`src/rtl/csla_pipe_adder_if.sv`:
```
// Valid/ready operand and result channels of the pipelined carry-select adder.
// The producer/consumer side takes the master modport, the adder takes the slave modport.
interface csla_pipe_adder_if #(
  parameter int WIDTH = 16
);
  logic             in_valid;
  logic             in_ready;
  logic [WIDTH-1:0] a;
  logic [WIDTH-1:0] b;
  logic             cin;
  logic             sub;
  logic             out_valid;
  logic             out_ready;
  logic [WIDTH-1:0] sum;
  logic             cout;
  logic             ovf;

  modport master (
    output in_valid, a, b, cin, sub, out_ready,
    input  in_ready, out_valid, sum, cout, ovf
  );

  modport slave (
    input  in_valid, a, b, cin, sub, out_ready,
    output in_ready, out_valid, sum, cout, ovf
  );
endinterface

```
`src/rtl/csla_pipe_adder.sv`:
```
// Two-stage carry-select adder/subtractor: stage 1 precomputes every block for both
// carry-ins, stage 2 resolves the block carry chain with select muxes.
module csla_pipe_adder #(
  parameter int WIDTH = 16,
  parameter int BLOCK = 4
) (
  input logic              clk,
  input logic              rst_n,
  csla_pipe_adder_if.slave bus
);
  localparam int NB = WIDTH / BLOCK;

  generate
    if (WIDTH < 2 || (WIDTH % BLOCK) != 0) begin : g_bad_params
      $error("csla_pipe_adder: WIDTH must be >= 2 and a multiple of BLOCK");
    end
  endgenerate

  // Operand preparation and per-block dual sums.
  logic [WIDTH-1:0]        w_b_eff;
  logic                    w_cin_eff;
  logic [NB-1:0][BLOCK:0]  w_p0;
  logic [NB-1:0][BLOCK:0]  w_p1;

  assign w_b_eff   = bus.sub ? ~bus.b : bus.b;
  assign w_cin_eff = bus.sub | bus.cin;

  for (genvar k = 0; k < NB; k++) begin : g_blk
    assign w_p0[k] = {1'b0, bus.a[k*BLOCK +: BLOCK]} + {1'b0, w_b_eff[k*BLOCK +: BLOCK]};
    assign w_p1[k] = {1'b0, bus.a[k*BLOCK +: BLOCK]} + {1'b0, w_b_eff[k*BLOCK +: BLOCK]}
                   + {{BLOCK{1'b0}}, 1'b1};
  end

  // Stage 1 state.
  logic [NB-1:0][BLOCK-1:0] r_s0;
  logic [NB-1:0][BLOCK-1:0] r_s1;
  logic [NB-1:0]            r_c0;
  logic [NB-1:0]            r_c1;
  logic                     r_s1_v;
  logic                     r_cin_eff;
  logic                     r_a_msb;
  logic                     r_b_msb;

  // Stage 2 state.
  logic [WIDTH-1:0]         r_sum;
  logic                     r_cout;
  logic                     r_ovf;
  logic                     r_out_valid;

  // Flow control; in_ready depends only on out_ready, rst_n and registered state.
  logic w_s2_adv;
  logic w_s1_adv;
  logic w_in_ready;
  logic w_accept;
  logic w_s2_load;

  assign w_s2_adv   = !r_out_valid || bus.out_ready;
  assign w_s1_adv   = !r_s1_v || w_s2_adv;
  assign w_in_ready = rst_n && w_s1_adv;
  assign w_accept   = bus.in_valid && w_in_ready;
  assign w_s2_load  = r_s1_v && w_s2_adv;

  // Block carry chain: NB select muxes in series.
  logic [NB:0]      w_carry;
  logic [WIDTH-1:0] w_sum;
  logic             w_ovf;

  // NOTE: every variable written here gets a default first, so no latch can be inferred.
  always_comb begin
    w_carry    = '0;
    w_sum      = '0;
    w_carry[0] = r_cin_eff;
    for (int i = 0; i < NB; i++) begin
      w_sum[i*BLOCK +: BLOCK] = w_carry[i] ? r_s1[i] : r_s0[i];
      w_carry[i+1]            = w_carry[i] ? r_c1[i] : r_c0[i];
    end
  end

  assign w_ovf = (r_a_msb == r_b_msb) && (w_sum[WIDTH-1] != r_a_msb);

  // NOTE: state uses non-blocking assignments so every register samples pre-edge values.
  // Stage-1 payload is reset too, so a flushed pipeline never exposes stale operands.
  always_ff @(posedge clk) begin
    if (!rst_n) begin
      r_s1_v    <= 1'b0;
      r_s0      <= '0;
      r_s1      <= '0;
      r_c0      <= '0;
      r_c1      <= '0;
      r_cin_eff <= 1'b0;
      r_a_msb   <= 1'b0;
      r_b_msb   <= 1'b0;
    end else if (w_accept) begin
      r_s1_v    <= 1'b1;
      r_cin_eff <= w_cin_eff;
      r_a_msb   <= bus.a[WIDTH-1];
      r_b_msb   <= w_b_eff[WIDTH-1];
      for (int i = 0; i < NB; i++) begin
        r_s0[i] <= w_p0[i][BLOCK-1:0];
        r_c0[i] <= w_p0[i][BLOCK];
        r_s1[i] <= w_p1[i][BLOCK-1:0];
        r_c1[i] <= w_p1[i][BLOCK];
      end
    end else if (w_s2_adv) begin
      r_s1_v <= 1'b0;
    end
  end

  always_ff @(posedge clk) begin
    if (!rst_n) begin
      r_out_valid <= 1'b0;
      r_sum       <= '0;
      r_cout      <= 1'b0;
      r_ovf       <= 1'b0;
    end else if (w_s2_load) begin
      r_out_valid <= 1'b1;
      r_sum       <= w_sum;
      r_cout      <= w_carry[NB];
      r_ovf       <= w_ovf;
    end else if (bus.out_ready) begin
      r_out_valid <= 1'b0;
    end
  end

  assign bus.in_ready  = w_in_ready;
  assign bus.out_valid = r_out_valid;
  assign bus.sum       = r_sum;
  assign bus.cout      = r_cout;
  assign bus.ovf       = r_ovf;
endmodule

```
`src/flat_wrapper.sv`:
```
// flat-port wrapper written by rule: the top's interface ports become plain ports
module csla_pipe_adder_flat 
#(
  parameter int WIDTH = 16,
  parameter int BLOCK = 4
)
  (clk, rst_n, bus_in_valid, bus_a, bus_b, bus_cin, bus_sub, bus_out_ready, bus_in_ready, bus_out_valid, bus_sum, bus_cout, bus_ovf);
  csla_pipe_adder_if #(.WIDTH(WIDTH)) bus_i ();
  input logic clk;
  input logic rst_n;
  input wire logic [$bits(bus_i.in_valid)-1:0] bus_in_valid;
  input wire logic [$bits(bus_i.a)-1:0] bus_a;
  input wire logic [$bits(bus_i.b)-1:0] bus_b;
  input wire logic [$bits(bus_i.cin)-1:0] bus_cin;
  input wire logic [$bits(bus_i.sub)-1:0] bus_sub;
  input wire logic [$bits(bus_i.out_ready)-1:0] bus_out_ready;
  output wire logic [$bits(bus_i.in_ready)-1:0] bus_in_ready;
  output wire logic [$bits(bus_i.out_valid)-1:0] bus_out_valid;
  output wire logic [$bits(bus_i.sum)-1:0] bus_sum;
  output wire logic [$bits(bus_i.cout)-1:0] bus_cout;
  output wire logic [$bits(bus_i.ovf)-1:0] bus_ovf;
  assign bus_i.in_valid = bus_in_valid;
  assign bus_i.a = bus_a;
  assign bus_i.b = bus_b;
  assign bus_i.cin = bus_cin;
  assign bus_i.sub = bus_sub;
  assign bus_i.out_ready = bus_out_ready;
  assign bus_in_ready = bus_i.in_ready;
  assign bus_out_valid = bus_i.out_valid;
  assign bus_sum = bus_i.sum;
  assign bus_cout = bus_i.cout;
  assign bus_ovf = bus_i.ovf;
  csla_pipe_adder #(.WIDTH(WIDTH), .BLOCK(BLOCK)) u_core (.clk(clk), .rst_n(rst_n), .bus(bus_i));
endmodule
```
`config.mk`:
```
export PLATFORM = sky130hd
export DESIGN_NAME = csla_pipe_adder_flat
export DESIGN_NICKNAME = d
export VERILOG_FILES = /design/src/rtl/csla_pipe_adder_if.sv /design/src/rtl/csla_pipe_adder.sv /design/src/flat_wrapper.sv
export SDC_FILE = /design/constraint.sdc
export NUM_CORES = 1
export LEC_CHECK = 0
export CELL_PAD_IN_SITES_DETAIL_PLACEMENT = 0
export CELL_PAD_IN_SITES_GLOBAL_PLACEMENT = 1
export CORE_MARGIN = 2
export CORE_UTILIZATION = 43
export CTS_CLUSTER_SIZE = 8
export DETAILED_ROUTE_END_ITERATION = 10
export HOLD_SLACK_MARGIN = 0.12
export PLACE_DENSITY = 0.84
export SLEW_MARGIN = 20
export SYNTH_ARGS = -nofsm -noshare
export SYNTH_HDL_FRONTEND = slang
export SYNTH_SLANG_ARGS = --single-unit
```
`constraint.sdc`:
```
create_clock -name clk -period 5.4 [get_ports clk]
set_input_delay 1.08 -clock clk [delete_from_list [all_inputs] [get_ports clk]]
set_output_delay 1.08 -clock clk [all_outputs]
set_load 0.03 [all_outputs]
```
==> flow_summary.toml <==
[floorplan]
coreArea_um2 = 7730
design.die.area_um2 = 8720
start_util_pct = 44.4
rows = 32
io-pin-count = 58
die_w_um = 93.4
die_h_um = 93.4

[clock_tree]
cts_sinks = 63
post_cts_buffers = 0
cts_tree = "done"
clkLatencyLatePin_ns = 0.34
cts_hold_buffers = 0
clock-root-buffer = "clkbuf_8"
cts-resized-gates = 0
cts_htree_levels = 3
cts_buffer_depth = 2
cts_made_buffers = 9
clkTransAtPathRegs_ns = 0.06

[worst_setup_path]
r2r-start = "u_core.r_cin_eff"
startpoint = "rst_n"
required_ns = 4.32
r2r-end = "u_core.bus.sum[13]"
crit_fanout = 42
setup.worst_path.end_class = "output port"
r2r_setup_slack_ns = 3.23
cp-endpoint = "bus_in_ready"
arrival_ns = 3.07
r2r_cells = 5
path_class = "input pin to output port"
worstSetupStartpointType = "input pin"

[logic_synthesis]
avgSynthCellArea_um2 = 8.56
syn-cell-area_um2 = 3430
ys_types = 36
syn_inst = 401
synth_common_cells = "dfxtp_1 (63), nand2_1 (45), nand3_1 (33)"
synth.top_cell.area_share_pct = 36.7
synthArstFlopShare_pct = 0
synth_ff_type = "dfxtp_1"
ys_warn_count = 0
synth-edff-count = 0
syn-num-nets = 464
ys_seq_elements = 63
ys_seq_area_share_pct = 36.7
synth_top_cell_by_area = "dfxtp_1"
synthTopCellsByArea = "dfxtp_1 (37%), ha_1 (7.7%), xor2_1 (5.6%), nand2_1 (4.9%), nand3_1 (4.8%)"
synth.most_common_cell = "dfxtp_1"

[routing]
post_drt_wl_per_cell_um = 12.8
antenna_left = 0
vias_per_cell = 5.06
dr_total_vias = 2825
drt_iter0_drc = 116
wirelength_um = 7130
drcViolationCount = 0
first_pass_iters = 4

[layout]
diodes = 0
drive_above_1_share_pct = 5.26
n_fill_cell = 718
nets = 515
area_growth_pct = 26.1

[worst_hold_path]
hold_path_class = "flip-flop to flip-flop"

[placed_design]
place_congestion = 0.747
hpwl_um = 5280
port_buffers = 57

[sta]
worstMarginPinSlew_ns = 0.889
clock_skew_ns = 0.00617
hold_viol = 0
fin_crit_sh_pct = 76.9
finalSetupTns_ns = 0
rsz0062_at_grt = "false"
finalMaxSlewViolations = 0
period_minus_slack_ns = 4.15
holdWs_ns = 0.455
max_freq_mhz = 241
setup_viol = 0
max-slew-margin-rel_pct = 40.7

[power_and_ir_drop]
p_leak_nw = 1.78
power_density_nw_per_um2 = 327
peakVddDrop_v = 0.000128
power_mw = 1.42

[global_routing]
track_usage_pct = 17.5
gr-total-overflow = 0
grt_pass1_wl_um = 12000
grt_max_degree = 43
antenna_found_initial = 0
grt_pass1_vias = 2605

[flow_run]
cap_violations = 0

[status]
outcome = "complete, no violations"
## cell families after synthesis
logic type               after synthesis  share of synthesized area, %
AO/OA/AOI/OAI                         84                          14.7
multiplexers                          19                          6.41
buffers and inverters                 35                          4.08
adder cells (fa/ha/maj)               25                          9.98
flip-flops                            63                          36.7
XOR/XNOR                              34                          8.67
AND/OR/NAND/NOR                      141                          19.4
## where the power goes
| part | switching, mW | internal [mW] | leakage (nW) |
|---|---|---|---|
| sequential | 0.0344 | 0.519 | 0.519 |
| clock | 0.176 | 0.330 | 0.123 |
| combinational | 0.189 | 0.169 | 1.14 |
## cells in the final DEF (no fill, tap or decap), types with 6 or more instances in the layout
cell type,synthesis,layout
dfxtp_1,63,63
clkdlybuf4s50_1,0,57
nand2_1,45,45
nand3_1,33,33
nor2_1,29,29
a21oi_1,28,28
o21ai_0,23,23
xor2_1,22,22
ha_1,21,21
mux2i_1,16,16
a211oi_1,13,13
inv_1,12,12
xnor2_1,12,12
clkbuf_8,0,11
nand3b_1,8,8
nor2b_1,8,7
a21o_1,6,6
buf_4,0,6
## flip-flops by register name (all words and copies together), names as in the netlist
| signal | count |
|---|---|
| u_core.r_cin_eff | 1 |
| u_core.bus.ovf | 1 |
| u_core.r_s1 | 16 |
| u_core.r_c0 | 4 |
| u_core.r_c1 | 4 |
| u_core.bus.out_valid | 1 |
| u_core.r_s1_v | 1 |
| u_core.r_a_msb | 1 |
| u_core.r_b_msb | 1 |
| u_core.bus.sum | 16 |
| u_core.r_s0 | 16 |
| u_core.bus.cout | 1 |
## routing by layer
layer,GRT usage (%),share of wire [%]
met1,24.0,49
met2,26.9,43
met3,3.06,5.4
met4,8.09,2.2
met5,0,0
## worst max-delay path, cell delays in order
cell	delay, ns
clkdlybuf4s50_1	0.45
buf_4	0.36
inv_1	0.08
buf_4	0.25
a21oi_1	0.15
clkdlybuf4s50_1	0.68
## through the flow
| step | worst slack (ns) | util, % | cells | instance area (um^2) |
|---|---|---|---|---|
| 5_1_grt | 1.11 | 56.0 | 558 | 4330 |
| 6_report | 1.25 | 56.0 | 558 | 4330 |
| 3_5_place_dp | 1.24 | 52.9 | 543 | 4090 |
| 2_1_floorplan | 1.89 | - | 401 | 3430 |
| 3_3_place_gp | 1.25 | 52.9 | 543 | 4090 |
| 4_1_cts | 1.23 | 56.0 | 558 | 4330 |
## worst min-delay path by stage
| stage | startpoint | to | slack (ns) | cells past startpoint |
|---|---|---|---|---|
| after global placement | u_core.r_s0[12] | u_core.r_s0[12] | 0.44 | 2 |
| final | u_core.r_s0[2] | u_core.r_s0[2] | 0.45 | 2 |
| after global routing | u_core.r_s1[5] | u_core.r_s1[5] | 0.47 | 2 |
| after CTS | u_core.r_s0[12] | u_core.r_s0[12] | 0.46 | 2 |
| after detailed placement | u_core.r_s0[12] | u_core.r_s0[12] | 0.45 | 2 |
| after floorplan | u_core.r_s0[1] | u_core.r_s0[1] | 0.43 | 2 |
## area by class of cell
| cell class | count | area [um^2] | share of cell area, % |
|---|---|---|---|
| Multi-Input combinational cell | 303 | 2040 | 47.0 |
| Sequential cell | 63 | 1260 | 29.1 |
| Timing Repair Buffer | 63 | 616 | 14.2 |
| Clock buffer | 12 | 155 | 3.58 |
| Tap cell | 102 | 128 | 2.95 |
| Clock inverter | 3 | 90.1 | 2.08 |
| Inverter | 12 | 45.0 | 1.04 |
(Power assumes the default switching activity.)
